**src/rtl/mem_port_arbiter.sv**
```systemverilog
// -----------------------------------------------------------------------------
// mem_port_arbiter
//
// Shares one memory bus between the instruction-fetch port (i_*) and the
// load/store port (d_*). Only one bus transaction is outstanding at a time.
// Data wins arbitration unless fetch has lost STARVE_LIMIT contended
// arbitrations in a row, in which case fetch wins the next one. A fetch may be
// cancelled while issued or in flight: the bus transaction still completes, but
// its response is not delivered to the fetch port.
//
// Ports
//   clk, rst                 clock, asynchronous active-high reset
//   i_req/i_addr             fetch request (held until i_ready)
//   i_cancel                 drop the response of the current fetch
//   i_ready                  fetch request accepted by memory this cycle
//   i_rvalid/i_rdata         fetch read response
//   d_req/d_addr/d_write     data request (held until d_ready)
//   d_wdata/d_wstrb          store data and byte enables
//   d_ready                  data request accepted by memory this cycle
//   d_rvalid/d_rdata         load data or store acknowledge
//   m_req/m_addr/m_write     registered memory request
//   m_wdata/m_wstrb          registered store data and byte enables
//   m_ready                  memory accepts m_req this cycle
//   m_rvalid/m_rdata         memory response
// -----------------------------------------------------------------------------
module mem_port_arbiter #(
  parameter int STARVE_LIMIT = 4  // 1..15
) (
  input  logic        clk,
  input  logic        rst,

  input  logic        i_req,
  input  logic [31:0] i_addr,
  input  logic        i_cancel,
  output logic        i_ready,
  output logic        i_rvalid,
  output logic [31:0] i_rdata,

  input  logic        d_req,
  input  logic [31:0] d_addr,
  input  logic        d_write,
  input  logic [31:0] d_wdata,
  input  logic [3:0]  d_wstrb,
  output logic        d_ready,
  output logic        d_rvalid,
  output logic [31:0] d_rdata,

  output logic        m_req,
  output logic [31:0] m_addr,
  output logic        m_write,
  output logic [31:0] m_wdata,
  output logic [3:0]  m_wstrb,
  input  logic        m_ready,
  input  logic        m_rvalid,
  input  logic [31:0] m_rdata
);

  typedef enum logic [1:0] {IDLE, ISSUE, WAIT} state_t;
  typedef enum logic       {OWN_DATA, OWN_FETCH} owner_t;

  localparam logic [3:0] STARVE_MAX = 4'd15;
  localparam logic [3:0] LIMIT      = 4'(STARVE_LIMIT);

  state_t      state, state_nxt;
  owner_t      owner, owner_nxt;
  logic [3:0]  starve_cnt, starve_nxt;
  logic        drop, drop_nxt;
  logic        fetch_wins;

  logic        m_req_nxt;
  logic [31:0] m_addr_nxt;
  logic        m_write_nxt;
  logic [31:0] m_wdata_nxt;
  logic [3:0]  m_wstrb_nxt;

  // A cancel only matters while a fetch owns the bus.
  logic cancel_hit;
  assign cancel_hit = i_cancel && (owner == OWN_FETCH);

  // ---------------------------------------------------------------------------
  // State register
  // ---------------------------------------------------------------------------
  // NOTE: every control and bus register is cleared by the async reset, so an
  // abandoned transaction leaves no owner or pending drop behind.
  always_ff @(posedge clk or posedge rst) begin
    if (rst) begin
      state      <= IDLE;
      owner      <= OWN_DATA;
      starve_cnt <= '0;
      drop       <= 1'b0;
      m_req      <= 1'b0;
      m_addr     <= '0;
      m_write    <= 1'b0;
      m_wdata    <= '0;
      m_wstrb    <= '0;
    end else begin
      // NOTE: non-blocking assignments keep every register updating from the
      // same pre-edge values, independent of statement order.
      state      <= state_nxt;
      owner      <= owner_nxt;
      starve_cnt <= starve_nxt;
      drop       <= drop_nxt;
      m_req      <= m_req_nxt;
      m_addr     <= m_addr_nxt;
      m_write    <= m_write_nxt;
      m_wdata    <= m_wdata_nxt;
      m_wstrb    <= m_wstrb_nxt;
    end
  end

  // ---------------------------------------------------------------------------
  // Next-state logic
  // ---------------------------------------------------------------------------
  always_comb begin
    // NOTE: every variable gets its hold value first, so no path through the
    // case statement can infer a latch.
    state_nxt   = state;
    owner_nxt   = owner;
    starve_nxt  = starve_cnt;
    drop_nxt    = drop;
    m_req_nxt   = m_req;
    m_addr_nxt  = m_addr;
    m_write_nxt = m_write;
    m_wdata_nxt = m_wdata;
    m_wstrb_nxt = m_wstrb;
    fetch_wins  = i_req && (!d_req || (starve_cnt >= LIMIT));

    unique case (state)
      IDLE: begin
        m_req_nxt = 1'b0;
        if (d_req || i_req) begin
          m_req_nxt = 1'b1;
          state_nxt = ISSUE;
          if (fetch_wins) begin
            owner_nxt   = OWN_FETCH;
            m_addr_nxt  = i_addr;
            m_write_nxt = 1'b0;
            m_wdata_nxt = '0;
            m_wstrb_nxt = '0;
            starve_nxt  = '0;
          end else begin
            owner_nxt   = OWN_DATA;
            m_addr_nxt  = d_addr;
            m_write_nxt = d_write;
            m_wdata_nxt = d_wdata;
            m_wstrb_nxt = d_wstrb;
            // Only a contended loss counts towards fetch starvation.
            if (i_req && (starve_cnt != STARVE_MAX)) begin
              starve_nxt = starve_cnt + 4'd1;
            end
          end
        end
      end

      ISSUE: begin
        if (cancel_hit) drop_nxt = 1'b1;
        if (m_ready) begin
          m_req_nxt = 1'b0;
          state_nxt = WAIT;
        end
      end

      WAIT: begin
        if (m_rvalid) begin
          // The response is consumed (or swallowed) here, so drop is spent.
          drop_nxt  = 1'b0;
          state_nxt = IDLE;
        end else if (cancel_hit) begin
          drop_nxt = 1'b1;
        end
      end

      default: state_nxt = IDLE;
    endcase
  end

  // ---------------------------------------------------------------------------
  // Requester handshakes and response routing
  // ---------------------------------------------------------------------------
  assign i_ready  = (state == ISSUE) && m_ready && (owner == OWN_FETCH);
  assign d_ready  = (state == ISSUE) && m_ready && (owner == OWN_DATA);

  // A cancel arriving with the response suppresses it just like a stored drop.
  assign i_rvalid = (state == WAIT) && m_rvalid && (owner == OWN_FETCH)
                    && !drop && !i_cancel;
  assign d_rvalid = (state == WAIT) && m_rvalid && (owner == OWN_DATA);

  // Data buses are shared; the rvalid strobes qualify them.
  assign i_rdata  = m_rdata;
  assign d_rdata  = m_rdata;

endmodule

```
**config.mk**
```make
export PLATFORM = sky130hd
export DESIGN_NAME = mem_port_arbiter
export DESIGN_NICKNAME = d
export VERILOG_FILES = /design/src/rtl/mem_port_arbiter.sv
export SDC_FILE = /design/constraint.sdc
export NUM_CORES = 1
export LEC_CHECK = 0
export BUFFER_PORTS_ARGS = -buffer_cell sky130_fd_sc_hd__buf_2
export CORE_AREA = 2 2 107 109
export CTS_CLUSTER_SIZE = 28
export DETAILED_ROUTE_END_ITERATION = 10
export DIE_AREA = 0 0 109 111
export PLACE_DENSITY = 0.73
export SYNTH_ARGS = -nofsm -noshare
export SYNTH_HDL_FRONTEND = slang
export SYNTH_SLANG_ARGS = --single-unit
```
**constraint.sdc**
```tcl
create_clock -name clk -period 4 [get_ports clk]
set_input_delay 0.8 -clock clk [delete_from_list [all_inputs] [get_ports clk]]
set_output_delay 0.8 -clock clk [all_outputs]
set_load 0.02 [all_outputs]
```
==> summary.txt, run 1 <==
Synthesized cell area - 4040 um2
Via density - 5.06
PostCTS Resize Cnt - 0
Warnings, synthesis - 0
EDFF count, synth - 0
Syn avg cell area - 8.83 um2
Most frequent cell after synthesis - nand2_1
Launch point of the worst reg-to-reg path - state[0]
Part of the cycle the worst path needs - 59.2%
Initial antenna violation count - 0
Clock H-tree levels - 3
Fillers - 1126
Final ANT Viol Nets - 0
Hold EP - m_wdata[29]
Top_reg_cell synth - dfrtp_1
Synth area leaders - dfrtp_1, nand2_1, buf_4
Total Routing Usage GR - 18.1%
Final hold vios - 0
Top cell type's share of synthesized area - 48.4%
Worst slew pin tran - 1110 ps
First-pass GRT wire length - 17.3 mm
Hold Crit Class - reg -> reg
Crit end category - output port
Final Max Tran Viols - 0
Post-route cell area - 4850 um2
I/O Pins - 278
Seq pwr share - 33.9%
Total grt overflow - 0
Max Cap Viol - 0
Gate Count Post-Synth - 457
Synth Register Bits - 78
DP Wirelength - 7.62 mm
Relative slew margins - 25.9%
Fin nets - 701
Area after DPL - 4550 um2
Core area - 11100 um2
Routability cong. - 0.767
Die width - 109 um
Largest net degree at the start of global routing - 64
Crit path max fanout - 3
Cell-internal power - 0.00226 W
Row cnt - 39
Clk_skew - 7.83 ps
Drt first pass iters - 4
CTS tree - yes
FF-to-FF path depth - 6
Hold Crit Depth - 2
WP data arrival - 1570 ps
Later-pin clock latency in the skew report - 330 ps
Hold bufs inserted after CTS - 0
Die footprint - 12100 um2
# diodes - 0
Fmax - 422 MHz
Switching Fraction - 43.1%
Switching power - 0.00171 W
Clock share of power - 20.8%
Startpoint types - flip-flop
HP Start - m_wdata[29]
Seq/Total Area, Yosys - 48.4%
Status - complete, no violations
P&R area growth vs syn - 20.2%
CP Class - reg -> out
Reg2Reg Setup Slack - 2090 ps
Final setup vio count - 0
Port bufs - 181
Clk slew on worst S/H paths - 60 ps
Post-synth cell types - 30
Commonest cells in the netlist - nand2_1, dfrtp_1, buf_4
Final Critical Period - 2370 ps
Synth area leader - dfrtp_1
CTS Buf Count - 9
Reg-to-Reg End - m_addr[12]
Postcts setup bufs - 0
LEAKAGE - 2.43 nW
WP data required - 3200 ps
DRT Wirelength - 10.8 mm
Async SR Flop Fraction - 100%
DRC viols - 0
Drt first-iter violations - 196
Initial Util - 36.4%
Clock sink count - 78
Worst IR Drop VDD - 321 uV
Vias - 3570
PD cells - 818 nW/um2
Max Buffers Root-to-Sink - 2
Syn nets - 601
Layout cells sized above 1 - 37.9%
RSZ-0062 raised after global routing - false
Number of global-route vias before repair - 3491
Root Buffer - clkbuf_16
Routed wire length per instance - 15.3 um
Height of the die - 111 um
Combinational share of power - 45.2%
TNS Setup - 0 ps
flip-flops by register name, summed over array words and instances (netlist names):
signal	cells
m_addr	32
owner	1
state	2
starve_cnt	4
m_req	1
m_write	1
m_wdata	32
m_wstrb	4
drop	1
cells in the final DEF (no fill, tap or decap), drive strengths merged, types with 3 or more instances in the layout:
cell | synthesis | final
nand2 | 143 | 143
nor2 | 4 | 4
o21ai | 42 | 42
buf | 79 | 189
o211ai | 32 | 32
inv | 3 | 3
nand4 | 32 | 32
dfrtp | 78 | 78
clkinv | 0 | 4
clkbuf | 21 | 11
ha | 4 | 4
through the flow:
step / total power (W) / hold slack (ps) / util, % / setup slack, ps / cells
2_1_floorplan: 0.00262 / 443 / - / 1200 / 457
3_3_place_gp: 0.00311 / 461 / 41.1 / 1720 / 689
3_5_place_dp: 0.00318 / 474 / 41.1 / 1620 / 689
4_1_cts: 0.00402 / 486 / 43.8 / 1650 / 705
5_1_grt: 0.00426 / 507 / 43.8 / 1550 / 705
6_report: 0.00397 / 480 / 43.8 / 1630 / 705
cells by family (layout without fill, tap and decap cells):
kind of cell / after synthesis / after routing / share of synthesized area (%)
simple gates: 189 / 189 / 20.2
buf+inv: 103 / 208 / 16.9
compound gates: 82 / 82 / 13.1
flops: 78 / 78 / 48.4
fa+ha+maj: 4 / 4 / 1.24
mux: 1 / 1 / 0.279
metal layers:
layer  global-route usage (%)  up-vias  part of all wire (%)  wire length, um
li1                         -     1676                     -                -
met3                     4.47       26                   7.8              837
met1                     21.3     1701                    39             4250
met5                        0        -                     0                0
met4                     6.15        0                   1.7              183
met2                     31.8      167                    51             5520
power groups by stage:
stage	registers (W)	logic, W	clock network, W
6_report	0.00135	0.00180	0.000827
5_1_grt	0.00139	0.00198	0.000883
4_1_cts	0.00135	0.00182	0.000842
3_5_place_dp	0.00136	0.00182	0
3_3_place_gp	0.00134	0.00178	0
2_1_floorplan	0.00174	0.000882	0
worst max-delay path, stage by stage, from the launching register on:
cell and delay (ps):
dfrtp_1 400, inv_1 90, ha_1 190, nand2_1 80, nor4b_1 260, buf_2 230
final cells by class:
cell class,instances,area (um2),area share [%]
Timing Repair Buffer,189,991,20.4
Inverter,3,12.5,0.258
Clock buffer,11,243,5.00
Multi-Input combinational cell,276,1420,29.2
Tap cell,143,179,3.69
Clock inverter,5,57.6,1.19
Sequential cell,78,1950,40.2
worst max path at each step:
stage	slack (ps)	to	depth (start not counted)	startpoint
after detailed placement	1620	m_wstrb[1]	5	d_req
after floorplan	1200	drop	1	rst
after global routing	1550	i_rvalid	5	state[0]
final	1630	i_rvalid	5	state[0]
after CTS	1650	i_rvalid	5	state[0]
after global placement	1720	m_addr[12]	5	d_req
(Power assumes the default switching activity.)
==> inputs of run 2 (changes only) <==
clock period = 2.5 ns   (was 4 ns; I/O delays follow)
==> run 2 against run 1 <==
  * First-iteration DRC count up 57%
  * Total power up 61%
  * Die area unchanged
  * Global-route usage up 0.33 points
  * Clock power up 60%
  * Wire length up 1.6%
  * Critical path depth unchanged
  * Sequential cell count unchanged
  * Critical endpoint unchanged
  * Largest power group unchanged
  * Highest routed layer unchanged
==> summary.txt, run 2 (synthesized netlist as in run 1, its figures left out) <==
Hold bufs inserted after CTS - 0 (unchanged)
Row cnt - 39 (unchanged)
Reg2Reg Setup Slack - 700 ps (-1390 ps)
Later-pin clock latency in the skew report - 330 ps (about the same)
Initial antenna violation count - 1 (+1)
Crit end category - output port
Drt first-iter violations - 307 (+57%)
Drt first pass iters - 4 (unchanged)
Root Buffer - clkbuf_16
Max stage delay on crit path - 400 ps (about the same)
Largest registers - m_addr: 32 flops, m_wdata: 32 flops
Relative slew margins - 36.2% (+10 points)
Fmax - 495 MHz
RSZ-0062 raised after global routing - false
TNS Setup - 0 ps (unchanged)
Max Cap Viol - 0 (unchanged)
Routed wire length per instance - 15.5 um (+1.6%)
Final hold vios - 0 (unchanged)
Initial Util - 36.4% (unchanged)
PostCTS Resize Cnt - 0 (unchanged)
Die width - 109 um (unchanged)
FF+latch area - 1950 um2 (unchanged)
Number of global-route vias before repair - 3603 (+3.2%)
Critical path buffers and inverters - 2 (unchanged)
Layout cells sized above 1 - 37.8% (-0.11 points)
Final setup vio count - 0 (unchanged)
WP data required - 2000 ps (-1200 ps)
CTS Buf Count - 9 (unchanged)
WP data arrival - 1520 ps (-50 ps)
LEAKAGE - 2.43 nW (+0.22%)
Critical path, cell by cell - inv_1, ha_1, nand2_1, nor4b_1, buf_2
I/O Pins - 278 (unchanged)
Final Critical Period - 2020 ps
Status - complete, no violations
Startpoint types - flip-flop
DRT Wirelength - 11.0 mm (+1.6%)
Most frequent cells in the layout - buf_2, nand2_1, dfrtp_1
Core area - 11100 um2 (unchanged)
Clk slew on worst S/H paths - 70 ps (about the same)
First-pass GRT wire length - 17.5 mm (+1.4%)
Fillers - 1089 (-3.3%)
Crit path max fanout - 3 (unchanged)
Final Max Tran Viols - 0 (unchanged)
Max Buffers Root-to-Sink - 2 (unchanged)
Port bufs - 181 (unchanged)
Postcts setup bufs - 0 (unchanged)
CP Class - reg -> out
Via density - 5.06 (about the same)
Most common cell after layout, fill and taps aside - buf_2
Area occupied by multi-input gates - 1420 um2 (unchanged)
Die footprint - 12100 um2 (unchanged)
DP Wirelength - 7.73 mm (+1.5%)
DRC viols - 0 (unchanged)
Vias - 3569 (-0.028%)
PD cells - 1310 nW/um2 (+61%)
Clock sink count - 78 (unchanged)
Clk_skew - 9.67 ps (+1.84 ps)
Total Routing Usage GR - 18.5% (+0.33 points)
Largest net degree at the start of global routing - 69 (+7.8%)
Total grt overflow - 0 (unchanged)
CP max-delay cell - dfrtp_1
Part of the cycle the worst path needs - 80.8%
Total power - 0.00640 W (+61%)
Delay-heaviest family, CP - flip-flops
Launch point of the worst reg-to-reg path - state[0]
Hold Crit Class - in -> async
P&R area growth vs syn - 20.7%
Routability cong. - 0.725 (-5.5%)
Setup crit start - state[0]
Fin nets - 700 (-0.14%)
Final ANT Viol Nets - 0 (unchanged)
Worst slew pin tran - 953 ps (-158 ps)
Height of the die - 111 um (unchanged)
Clock H-tree levels - 3 (unchanged)
Worst IR Drop VDD - 459 uV (+43%)
CTS tree - yes
## run 2: final timing paths
| path | end | cells past startpoint |
|---|---|---|
| min in group clk | m_wdata[23] | 3 |
| max | i_rvalid | 5 |
| min reg2reg | m_wdata[24] | 2 |
| max in group asynchronous | m_write | 3 |
| max reg2reg | m_wstrb[0] | 6 |
| min | m_wstrb[2] | 2 |
## run 2: power breakdown
part	switching, W	internal, W
registers	0.000318	0.00184
clock network	0.000519	0.000803
logic	0.00193	0.000989
total	0.00277	0.00363
## run 2: per-stage QoR
step                      hold slack (ps)  worst slack [ps]  instance area [um2]  util (%)  instances
after global routing                  262               306                 4870      44.0        705
after global placement                456               501                 4570      41.3        688
final                                 218               479                 4870      44.0        705
after floorplan                       443              4.97                 4040         -        457
after CTS                             242               436                 4870      44.0        704
after detailed placement              466               469                 4570      41.3        688
## run 2: per-layer routing
metal	track usage (%)	part of all wire [%]	vias up
met4	9.66	3.0	0
met1	20.5	39	1687
met2	32.9	51	171
li1	-	-	1677
met3	3.23	7.5	34
met5	0	0	-
## run 2: worst register-to-register path, delay by kind of cell, from the launching register on
kind                     cells  cell delay (ps)
AO/OA/AOI/OAI                2              470
adder cells (fa/ha/maj)      1              330
buffers and inverters        2              390
flip-flops                   1              400
AND/OR/NAND/NOR              1              100
## run 2: final cells by class
class / count / area share [%]
Antenna cell: 1 / 0.0513
Clock buffer: 11 / 4.98
Clock inverter: 5 / 1.18
Inverter: 3 / 0.257
Multi-Input combinational cell: 276 / 29.1
Sequential cell: 78 / 40.1
Tap cell: 143 / 3.67
Timing Repair Buffer: 188 / 20.7
==> inputs of run 3 (changes only) <==
CORE_AREA = unset   (was 2 2 107 109)
CORE_MARGIN = 2   (was unset)
CORE_UTILIZATION = 38   (was unset)
DIE_AREA = unset   (was 0 0 109 111)
PLACE_DENSITY = 0.78   (was 0.73)
clock period = 1.75 ns   (was 2.5 ns; I/O delays follow)
==> run 3 against run 2 <==
  * Clock skew decreased by 2.9 ps
  * Utilization increased by 3.3 points
  * Worst setup slack got worse by 480 ps
  * Combinational power increased by 55%
  * Non-clock buffer count increased by 11
  * Die area decreased by 5.3%
  * Total power increased by 37%
  * Clock power decreased by 11%
  * Critical endpoint unchanged
  * Wire length increased by 4.5%
==> summary.txt, run 3 (synthesized netlist as in run 1, its figures left out) <==
FF-to-FF path depth - 7 (+1)
Layout cells sized above 1 - 39.9% (+2.1 points)
Drt first pass iters - 5 (+1)
Later-pin clock latency in the skew report - 340 ps (about the same)
Initial antenna violation count - 0 (-1)
Fin nets - 711 (+1.6%)
Total grt overflow - 0 (unchanged)
Worst IR Drop VDD - 716 uV (+56%)
Row cnt - 37 (-5.1%)
DP Wirelength - 7.90 mm (+2.1%)
DRC viols - 0 (unchanged)
Most frequent cells in the layout - buf_2, nand2_1, dfrtp_1
Relative slew margins - 66.0% (+30 points)
# diodes - 0 (-1)
Crit end category - output port
Max Cap Viol - 0 (unchanged)
Startpoint types - flip-flop
Crit path max fanout - 3 (unchanged)
Port bufs - 181 (unchanged)
Total power - 0.00876 W (+37%)
Fillers - 990 (-9.1%)
Worst slew pin tran - 510 ps (-443 ps)
PD cells - 1790 nW/um2 (+37%)
Vias - 3653 (+2.4%)
Drt first-iter violations - 239 (-22%)
Hold Crit Depth - 3
I/O Pins - 278 (unchanged)
Core area - 10300 um2 (-6.8%)
Number of global-route vias before repair - 3557 (-1.3%)
WHS - 223 ps (+4.21 ps)
Total Routing Usage GR - 18.8% (+0.32 points)
Launch point of the worst reg-to-reg path - state[0]
HP Start - d_wdata[12]
RSZ-0062 raised after global routing - true
Met3 WL post-DR - 932 um (+13%)
Initial Util - 39.1% (+2.7 points)
Max Buffers Root-to-Sink - 2 (unchanged)
Root Buffer - clkbuf_8
Fmax - 572 MHz
Final Max Tran Viols - 0 (unchanged)
Largest net degree at the start of global routing - 70 (+1.4%)
Setup ws final - 1.94 ps (-477 ps)
Clk_skew - 6.73 ps (-2.94 ps)
Hold Crit Class - in -> reg
Routability cong. - 0.842 (+16%)
Final Critical Period - 1750 ps
Final hold vios - 0 (unchanged)
Uppermost routed layer - met4
Worst path depth - 5 (unchanged)
Clk slew on worst S/H paths - 90 ps (+20 ps)
Critical path buffers and inverters - 2 (unchanged)
Critical path, cell by cell - inv_2, ha_4, nand2_2, nor4b_2, buf_4
TNS Setup - 0 ps (unchanged)
Status - complete, no violations
Clock H-tree levels - 3 (unchanged)
P&R area growth vs syn - 21.0%
Setup crit start - state[0]
Via density - 5.17 (+2.1%)
Pre-CTS setup slack - 136 ps (-333 ps)
Part of the cycle the worst path needs - 99.9%
Final core utilization - 47.3% (+3.3 points)
Max stage delay on crit path - 390 ps (about the same)
First-pass GRT wire length - 17.2 mm (-2.1%)
CTS tree - yes
Final ANT Viol Nets - 0 (unchanged)
Most common cell after layout, fill and taps aside - buf_2
Routed wire length per instance - 16.2 um (+4.2%)
Final setup vio count - 0 (unchanged)
WP data required - 1400 ps (-600 ps)
Largest registers - m_addr: 32 flops, m_wdata: 32 flops
DRT met1 WL - 4.55 mm (+7.0%)
LEAKAGE - 2.42 nW (-0.29%)
CP Class - reg -> out
DRT Wirelength - 11.5 mm (+4.5%)
CP max-delay cell - dfrtp_1
Die width - 107 um (-1.8%)
DR WL met2 - 5.78 mm (+3.9%)
Die footprint - 11500 um2 (-5.3%)
CTS Buf Count - 9 (unchanged)
Clock sink count - 78 (unchanged)
Height of the die - 107 um (-3.5%)
WP data arrival - 1400 ps (-120 ps)
Delay-heaviest family, CP - flip-flops
-- run 3: layout make-up --
cell class,count,area [um2],share of cell area (%)
well taps,136,170,3.48
repair buffers,199,1120,23.0
clock buffers,9,124,2.54
flip-flops and latches,78,1950,40.0
clock inverters,6,38.8,0.794
multi-input cells,276,1460,29.9
inverters,3,15.0,0.307
-- run 3: path summary, 6_finish.rpt --
| path | end | slack [ps] |
|---|---|---|
| min in group asynchronous | m_wstrb[3] | 410 |
| max | i_rvalid | 2 |
| min reg2reg | m_wdata[27] | 480 |
| max in group asynchronous | m_addr[23] | 660 |
| max reg2reg | owner | 110 |
| min | m_wdata[12] | 220 |
-- run 3: per-layer routing --
layer | vias to the layer above | GRT usage [%]
li1 | 1695 | -
met1 | 1739 | 22.0
met2 | 198 | 32.5
met3 | 21 | 4.62
met4 | 0 | 8.07
met5 | - | 0
-- run 3: timing repair --
| item | 4_1_cts | 5_1_grt |
|---|---|---|
| cloned | 0 | 2 |
| hold buffers | 1 | 0 |
| hold endpoints to repair | 1 | 0 |
| resized for setup | 6 | 6 |
| endpoints found under the setup margin | 3 | 55 |
| setup buffers | 2 | 0 |
-- run 3: per-stage QoR --
step                cells  cell area, um2
floorplan             457            4050
global route          707            4880
finish                707            4880
global placement      687            4600
detailed placement    687            4600
CTS                   705            4820
-- run 3: worst min-delay path, cell delays in order --
cell     delay (ps)
buf_2            90
nand2_1          40
o21ai_1          50
-- run 3: power breakdown --
| part | internal (W) | switching (W) | total, W |
|---|---|---|---|
| Combinational | 0.00163 | 0.00289 | 0.00452 |
| Clock | 0.000504 | 0.000668 | 0.00117 |
| Sequential | 0.00262 | 0.000450 | 0.00307 |
